==> src/rtl/note_sequencer.sv <==
// Multi-channel note recorder/player: per-channel {octave,note} buffers stepped at a fixed tempo.
// Define NOTE_SEQ_LOOP_EN to loop the sequence instead of returning to IDLE at its end.
module note_sequencer #(
  parameter int CHANNELS       = 2,
  parameter int DEPTH          = 16,
  parameter int TICKS_PER_STEP = 12_500_000,
  parameter int FREQ_W         = 32,
  localparam int CW            = (CHANNELS > 1) ? $clog2(CHANNELS) : 1,
  localparam int AW            = $clog2(DEPTH),
  localparam int NW            = AW + 1
) (
  input  logic                       clk,
  input  logic                       reset,
  input  logic                       rec_valid,
  input  logic [CW-1:0]              rec_channel,
  input  logic [3:0]                 rec_note,
  input  logic [1:0]                 rec_octave,
  input  logic                       play,
  input  logic                       stop,
  input  logic                       clear,
  output logic [CHANNELS*FREQ_W-1:0] freq_out,
  output logic                       playing,
  output logic [AW-1:0]              step_idx,
  output logic [CHANNELS*NW-1:0]     count,
  output logic                       overflow
);

  localparam int TW = $clog2(TICKS_PER_STEP);

  typedef enum logic {IDLE = 1'b0, PLAY = 1'b1} state_t;

  state_t                     state_q, state_d;
  logic [AW-1:0]              step_q, step_d;
  logic [TW-1:0]              tick_q, tick_d;
  logic [CHANNELS*FREQ_W-1:0] freq_q, freq_d, step_freq;
  logic [NW-1:0]              cnt_q [CHANNELS];
  logic [NW-1:0]              seq_len;
  logic [5:0]                 mem [CHANNELS][DEPTH];
  logic                       overflow_q;
  logic                       play_go, rec_ch_ok, rec_en, rec_full;

  function automatic logic [FREQ_W-1:0] note_hz(input logic [5:0] entry);
    logic [8:0]  base;
    logic [11:0] hz;
    case (entry[3:0])
      4'd1:    base = 9'd262;
      4'd2:    base = 9'd277;
      4'd3:    base = 9'd294;
      4'd4:    base = 9'd311;
      4'd5:    base = 9'd330;
      4'd6:    base = 9'd349;
      4'd7:    base = 9'd370;
      4'd8:    base = 9'd392;
      4'd9:    base = 9'd415;
      4'd10:   base = 9'd440;
      4'd11:   base = 9'd466;
      4'd12:   base = 9'd494;
      default: base = 9'd0;
    endcase
    hz = {3'b000, base} << entry[5:4];
    return FREQ_W'(hz);
  endfunction

  // Sequence length is the longest channel; shorter channels rest past their end.
  always_comb begin
    seq_len = '0;
    for (int c = 0; c < CHANNELS; c++)
      if (cnt_q[c] > seq_len) seq_len = cnt_q[c];
  end

  always_comb begin
    step_freq = '0;
    for (int c = 0; c < CHANNELS; c++)
      if ({1'b0, step_q} < cnt_q[c])
        step_freq[c*FREQ_W +: FREQ_W] = note_hz(mem[c][step_q]);
  end

  // Priority: clear > stop > play > rec_valid.
  assign play_go   = play && (seq_len != '0) && !clear && !stop;
  assign rec_ch_ok = int'(rec_channel) < CHANNELS;
  assign rec_en    = rec_valid && rec_ch_ok && (state_q == IDLE) && !clear && !stop && !play_go;
  assign rec_full  = cnt_q[rec_channel] == NW'(DEPTH);

  always_comb begin
    state_d = state_q;
    step_d  = step_q;
    tick_d  = tick_q;
    freq_d  = '0;
    if (clear || stop) begin
      state_d = IDLE;
      step_d  = '0;
      tick_d  = '0;
    end else if (play_go) begin
      state_d = PLAY;
      step_d  = '0;
      tick_d  = '0;
      if (state_q == PLAY) freq_d = step_freq;
    end else if (state_q == PLAY) begin
      freq_d = step_freq;
      if (tick_q == TW'(TICKS_PER_STEP - 1)) begin
        tick_d = '0;
        if ({1'b0, step_q} == seq_len - NW'(1)) begin
`ifdef NOTE_SEQ_LOOP_EN
          step_d = '0;
`else
          state_d = IDLE;
          step_d  = '0;
          freq_d  = '0;
`endif
        end else begin
          step_d = step_q + AW'(1);
        end
      end else begin
        tick_d = tick_q + TW'(1);
      end
    end
  end

  always_ff @(posedge clk or posedge reset) begin
    if (reset) begin
      state_q    <= IDLE;
      step_q     <= '0;
      tick_q     <= '0;
      freq_q     <= '0;
      overflow_q <= 1'b0;
      for (int c = 0; c < CHANNELS; c++) cnt_q[c] <= '0;
    end else begin
      state_q <= state_d;
      step_q  <= step_d;
      tick_q  <= tick_d;
      freq_q  <= freq_d;
      if (clear) begin
        overflow_q <= 1'b0;
        for (int c = 0; c < CHANNELS; c++) cnt_q[c] <= '0;
      end else if (rec_en) begin
        if (rec_full) overflow_q <= 1'b1;
        else          cnt_q[rec_channel] <= cnt_q[rec_channel] + NW'(1);
      end
    end
  end

  // Buffer contents survive reset and clear; only the counts define what is valid.
  always_ff @(posedge clk) begin
    if (rec_en && !rec_full)
      mem[rec_channel][cnt_q[rec_channel][AW-1:0]] <= {rec_octave, rec_note};
  end

  always_comb begin
    count = '0;
    for (int c = 0; c < CHANNELS; c++) count[c*NW +: NW] = cnt_q[c];
  end

  assign freq_out = freq_q;
  assign playing  = (state_q == PLAY);
  assign step_idx = step_q;
  assign overflow = overflow_q;

endmodule

==> config.mk <==
export PLATFORM = sky130hd
export DESIGN_NAME = note_sequencer
export DESIGN_NICKNAME = d
export VERILOG_FILES = /design/src/rtl/note_sequencer.sv
export SDC_FILE = /design/constraint.sdc
export NUM_CORES = 1
export LEC_CHECK = 0
export CELL_PAD_IN_SITES_DETAIL_PLACEMENT = 0
export CELL_PAD_IN_SITES_GLOBAL_PLACEMENT = 1
export CORE_ASPECT_RATIO = 0.5
export CORE_UTILIZATION = 27
export DETAILED_ROUTE_END_ITERATION = 7
export PLACE_DENSITY = 0.59
export SLEW_MARGIN = 20
export SYNTH_ARGS = -nofsm -noshare
export SYNTH_HDL_FRONTEND = slang
export SYNTH_SLANG_ARGS = --single-unit
==> constraint.sdc <==
create_clock -name clk -period 5.15 [get_ports clk]
set_clock_uncertainty 0.1 [all_clocks]
set_input_delay 1.03 -clock clk [delete_from_list [all_inputs] [get_ports clk]]
set_output_delay 1.03 -clock clk [all_outputs]
set_load 0.02 [all_outputs]
==> flow_metrics.tcl, run 1 <==
set metrics [dict create \
    cts_tree "yes" \
    fin_crit_sh_pct 91.21 \
    h-tree-depth 1 \
    top_usage_layer "met2" \
    clockBufferDepth 3 \
    seq_power_share_pct 47.9 \
    power.density_mw_per_mm2 313.7 \
    placed_cells 1672 \
    die_x_um 311.3 \
    cts-root-buf "clkbuf_16" \
    synth_top_area_share_pct 44.65 \
    drc 0 \
    clkPwrFrac_pct 41.9 \
    io_buffers 52 \
    yosys_warnings 0 \
    wl_per_cell_um 20.08 \
    startpoint_type "flip-flop" \
    stdcell_count 1722 \
    syn-instance-count 1003 \
    clock-sinks 256 \
    status "finished clean" \
    grt_pass1_vias 8421 \
    setup.worst_path.class "reg -> reg" \
    core-area_mm2 0.04702 \
    postRouteAntennaNets 0 \
    antenna_found_initial 0 \
    p_leak_nw 5.147 \
    ys_top_cells_by_area "edfxtp_1 45%, dfrtp_1 12%, mux4_2 5.8%" \
    vias 8451 \
    diodes 0 \
    cts_hold_buf 0 \
    gp_congestion 0.8972 \
    yosys.cell_count.top_type "edfxtp_1" \
    drive_gt1_share_pct 12.55 \
    ys.flop_type "edfxtp_1" \
    max_freq_ghz 0.2129 \
    worstPathRequired_ns 5.25 \
    globalRouteOverflowTotal 0 \
    multi_input_area_mm2 0.005026 \
    viasPerCell 4.908 \
    synth-edff-count 192 \
    seqCellArea_mm2 0.007372 \
    grtUsageMet1_pct 20.21 \
    critPathCaptureType "flip-flop" \
    clkTransAtPathRegs_ns 0.07 \
    fp.dieArea_mm2 0.04876 \
    start_util_pct 27.46 \
    met3_usage_pct 2.094 \
    num_rows 56 \
    drv_cap 0 \
    grt_max_degree 40 \
    numCtsBuffers 27 \
    post-place-ws_ns 0.4988 \
    synth-seq-area-share_pct 57.05 \
    yosysTopAreaCell "edfxtp_1" \
    setup_viol 0 \
    io_pins 93 \
    switching_share_pct 25.76 \
    p_comb_share_pct 10.2 \
    nets 1111 \
    crit_fanout 9 \
    clk_latency_ns 0.57 \
    rsz0062_at_grt "false" \
    grt_usage_pct 14.09 \
    grt_pass1_wl_mm 53.11 \
    period_minus_slack_ns 4.697 \
    hold_violations 0 \
    syn-cell-area_mm2 0.01291 \
    fin_ws_ns 0.4528 \
    cts_resized 0 \
    nFillCells 4690 \
    routed_wl_mm 34.58 \
    first_pass_iters 5 \
    fin_util_pct 31.81 \
    ys_seq_elements 256 \
    relSlewSlack_pct 29.41 \
    worst-endpoint-arrival_ns 4.79 \
    min_path_type "reg -> reg" \
    post-dp-hpwl_mm 24.10 \
    slew_viol_final 0 \
    peakVddDrop_mv 0.2093 \
    async_reset_ff_share_pct 25.00 \
    grt.met2_usage_pct 22.69 \
    final.setup.tns_ns 0 \
    synthDistinctLibCells 82 \
    syn_to_final_growth_pct 15.82 \
    drt_iter0_drc 719 \
    worst_pin_slew_ns 1.049 \
    post_cts_buffers 0 \
    power.switching_mw 1.208 \
    p_int_mw 3.483 \
    die_y_um 156.6 \
    synth_common_cells "192 x edfxtp_1, 85 x nor2_1, 64 x dfrtp_1" \
    synth_area_per_cell_um2 12.87 \
]
## layout make-up
type | count | share of cell area [%]
multi-input combinational | 663 | 33.61
clock inverter | 20 | 1.280
inverter | 30 | 0.7529
tap | 638 | 5.338
timing repair buffer | 85 | 5.137
clock buffer | 30 | 4.593
sequential | 256 | 49.29
## cells in the final DEF (no fill, tap or decap), types with 20 or more instances in the layout
cell type / Yosys / layout
inv_1: 29 / 28
conb_1: 1 / 40
o21ai_0: 26 / 26
ha_1: 35 / 35
mux2i_1: 55 / 55
buf_4: 42 / 33
nor2_1: 85 / 85
clkdlybuf4s50_1: 0 / 52
dfrtp_1: 64 / 62
nand3_1: 24 / 24
nor3_1: 21 / 20
a21oi_1: 24 / 24
nand2_1: 41 / 41
clkbuf_16: 0 / 27
mux4_2: 33 / 33
edfxtp_1: 192 / 192
## cell families (layout without fill, tap and decap cells)
logic type | count (synthesis) | count (layout) | synth area share [%]
XOR/XNOR | 21 | 21 | 1.531
adder cells (fa/ha/maj) | 35 | 35 | 3.391
AO/OA/AOI/OAI | 204 | 204 | 11.79
other | 1 | 40 | 0.02904
flip-flops | 256 | 256 | 57.05
buffers and inverters | 123 | 165 | 5.262
multiplexers | 91 | 91 | 10.28
AND/OR/NAND/NOR | 272 | 272 | 10.66
## through the flow
step	area, um2	hold slack (ns)	power, mW
6_report	14960	0.4595	4.691
5_1_grt	14960	0.4859	4.864
4_1_cts	14960	0.4710	4.737
3_5_place_dp	14080	0.4566	2.769
3_3_place_gp	14080	0.4276	2.771
2_1_floorplan	13060	0.4047	2.649
## per-layer routing
layer  routed length, um  share of wire, %  vias to the layer above
li1                    -                 -                     3942
met4                 573               1.7                        0
met2               15870                46                      238
met3                1567               4.5                       34
met5                   0                 0                        -
met1               16570                48                     4237
## path summary, 6_finish.rpt
kind / from / end / slack (ns) / depth (start not counted)
setup / recovery: count[2] / mem[0][87] / 0.45 / 14
hold / removal: tick_q[13] / tick_q[13] / 0.46 / 2
setup reg to reg: count[2] / mem[0][87] / 0.45 / 14
hold reg to reg: tick_q[13] / tick_q[13] / 0.46 / 2
max in group asynchronous: reset / step_idx[1] / 3.19 / 3
min in group asynchronous: reset / freq_out[2] / 0.86 / 2
## flip-flops by register name, indices dropped and copies added, names as in the netlist
register,cells
mem,192
freq_out,24
tick_q,24
count,10
step_idx,4
overflow,1
playing,1
## critical path: stages (launching register included)
cell	delay [ns]
dfrtp_1	0.50
inv_1	0.18
ha_1	0.32
and3_1	0.18
o21a_1	0.14
o21ai_1	0.45
mux2i_1	0.40
ha_1	0.24
nor4b_1	0.24
o211ai_1	0.16
o211a_1	0.23
nor3_2	0.32
nand4_1	0.16
buf_4	0.23
nor2_1	0.46
## power by group through the flow
stage / Clock, mW / Sequential [mW] / Combinational (mW)
6_report: 1.96 / 2.25 / 0.480
5_1_grt: 2.10 / 2.25 / 0.522
4_1_cts: 2.01 / 2.25 / 0.480
3_5_place_dp: 0 / 2.29 / 0.479
3_3_place_gp: 0 / 2.29 / 0.481
2_1_floorplan: 0 / 2.28 / 0.374
No activity file was read; power rests on OpenSTA's default activity.
==> run 2, diff against run 1 <==
- CORE_UTILIZATION: 27 -> 49
- PLACE_DENSITY: 0.59 -> 0.9
==> flow_metrics.tcl, run 2 (synthesis gave the netlist of run 1 again) <==
set metrics [dict create \
    power.density_mw_per_mm2 316.5 \
    grt.met2_usage_pct 35.77 \
    crit_start "count[3]" \
    num_rows 41 \
    fin_crit_sh_pct 93.05 \
    hold_violations 0 \
    crit_fanout 10 \
    cts_tree "yes" \
    r2r_setup_slack_ns 0.36 \
    io_pins 93 \
    globalRouteOverflowTotal 0 \
    drc 0 \
    worstRegToRegCells 12 \
    wl_per_cell_um 22.44 \
    stdcell_count 1410 \
    io_buffers 52 \
    cts_hold_buf 0 \
    top_usage_layer "met2" \
    syn_to_final_growth_pct 11.83 \
    slew_viol_final 0 \
    whs_ns 0.4345 \
    rsz0062_at_grt "false" \
    post-dp-hpwl_mm 21.54 \
    final.setup.tns_ns 0 \
    antenna_found_initial 0 \
    numCtsBuffers 23 \
    core-area_mm2 0.02555 \
    worst_pin_slew_ns 1.038 \
    setup_viol 0 \
    vias 8718 \
    r2r_start "count[3]" \
    grt_pass1_wl_mm 48.15 \
    clockBufferDepth 3 \
    startpoint_type "flip-flop" \
    h-tree-depth 1 \
    relSlewSlack_pct 30.47 \
    clkTransAtPathRegs_ns 0.07 \
    routed_wl_mm 31.63 \
    critPathCaptureType "flip-flop" \
    cp_slowest_cell "or3_1" \
    grt_max_degree 50 \
    cts-root-buf "clkbuf_16" \
    largest_reg_flops 192 \
    start_util_pct 50.54 \
    setup.worst_path.class "reg -> reg" \
    final_cell_mix "192 x edfxtp_1, 85 x nor2_1, 62 x dfrtp_1" \
    path_depth 12 \
    status "finished clean" \
    met3_usage_pct 5.523 \
    clkPwrFrac_pct 40.4 \
    cp.buffers_inverters 1 \
    drt_iter0_drc 1041 \
    clk_latency_ns 0.55 \
    p_comb_share_pct 10.3 \
    period_minus_slack_ns 4.792 \
    cp_cell_sequence "inv_1 -> ha_1 -> a21o_1 -> a21o_1 -> o21ai_1 -> mux2i_1 -> ha_1 -> nor4b_1 -> o211ai_1 -> o211a_1 -> or3_1 -> nor2_1" \
    die_y_um 116.8 \
    cts_resized 0 \
    p_int_mw 3.470 \
    worst-endpoint-arrival_ns 4.87 \
    drv_cap 0 \
    post_cts_buffers 0 \
    nets 1098 \
    p_leak_nw 5.061 \
    max_freq_ghz 0.2087 \
    min_path_type "reg -> reg" \
    grt_usage_pct 23.62 \
    viasPerCell 6.183 \
    crit_family "simple AND/OR/NAND/NOR gates" \
    seq_power_share_pct 49.3 \
    critPathMaxStageDelay_ns 0.62 \
    grtUsageMet1_pct 34.57 \
    diodes 0 \
    clock-sinks 256 \
    peakVddDrop_mv 0.2341 \
    power.switching_mw 1.100 \
    postRouteAntennaNets 0 \
    placed_cells 1369 \
    first_pass_iters 5 \
    gp_congestion 0.8838 \
    worstPathRequired_ns 5.23 \
    die_x_um 231.6 \
    grt_pass1_vias 8040 \
    layout_commonest_cell "edfxtp_1" \
    r2r-end "mem[1][50]" \
    nFillCells 1985 \
    fp.dieArea_mm2 0.02704 \
    endpoint "mem[1][50]" \
    switching_share_pct 24.08 \
    drive_gt1_share_pct 11.26 \
]
## run 2: cell types whose count changed in the layout (fill, tap and decap cells not counted), moves of 2 or more
cell,change
buf_4,-9
bufinv_16,+3
clkbuf_1,-2
clkbuf_16,-4
inv_6,-4
inv_8,-2
## run 2: power groups by stage
| stage | registers [mW] | clock network (mW) | logic [mW] |
|---|---|---|---|
| after global placement | 2.29 | 0 | 0.457 |
| final | 2.25 | 1.85 | 0.471 |
| after floorplan | 2.28 | 0 | 0.374 |
| after global routing | 2.25 | 1.95 | 0.511 |
| after detailed placement | 2.30 | 0 | 0.461 |
| after CTS | 2.25 | 1.86 | 0.465 |
## run 2: worst min-delay path by stage
stage / cells after the start / slack (ns) / end / start
after CTS: 2 / 0.43 / overflow / overflow
after global placement: 2 / 0.39 / overflow / overflow
after floorplan: 2 / 0.40 / tick_q[13] / tick_q[13]
final: 2 / 0.43 / overflow / overflow
after global routing: 2 / 0.46 / overflow / overflow
after detailed placement: 2 / 0.41 / overflow / overflow
## run 2: cell type report
cell class              instances  area, um2  share of cell area [%]
flip-flops and latches        256       7372                   51.05
multi-input cells             663       5026                   34.81
repair buffers                 76      695.7                   4.818
clock buffers                  24      579.3                   4.012
well taps                     344      430.4                   2.981
clock inverters                17      222.7                   1.542
inverters                      30      113.9                  0.7885
## run 2: through the flow
step                      setup slack, ns  cell area, um2  util [%]  power, mW
final                              0.3580           14440     56.52      4.570
after global routing             0.006943           14440     56.52      4.709
after CTS                          0.4092           14440     56.54      4.581
after detailed placement           0.4222           13640     53.40      2.756
after global placement             0.5759           13640     53.40      2.751
after floorplan                    0.6588           13060         -      2.649
## run 2: metal layers
layer,vias up,wire length [um],share of wire (%)
met5,-,0,0
li1,3909,-,-
met4,0,658,2.1
met2,442,14110,45
met1,4308,14070,44
met3,59,2799,8.8
## run 2: worst min-delay path, cell delays in order (launching register included)
cell and delay, ns:
dfrtp_1 0.36, a41oi_1 0.05, nor2_1 0.08
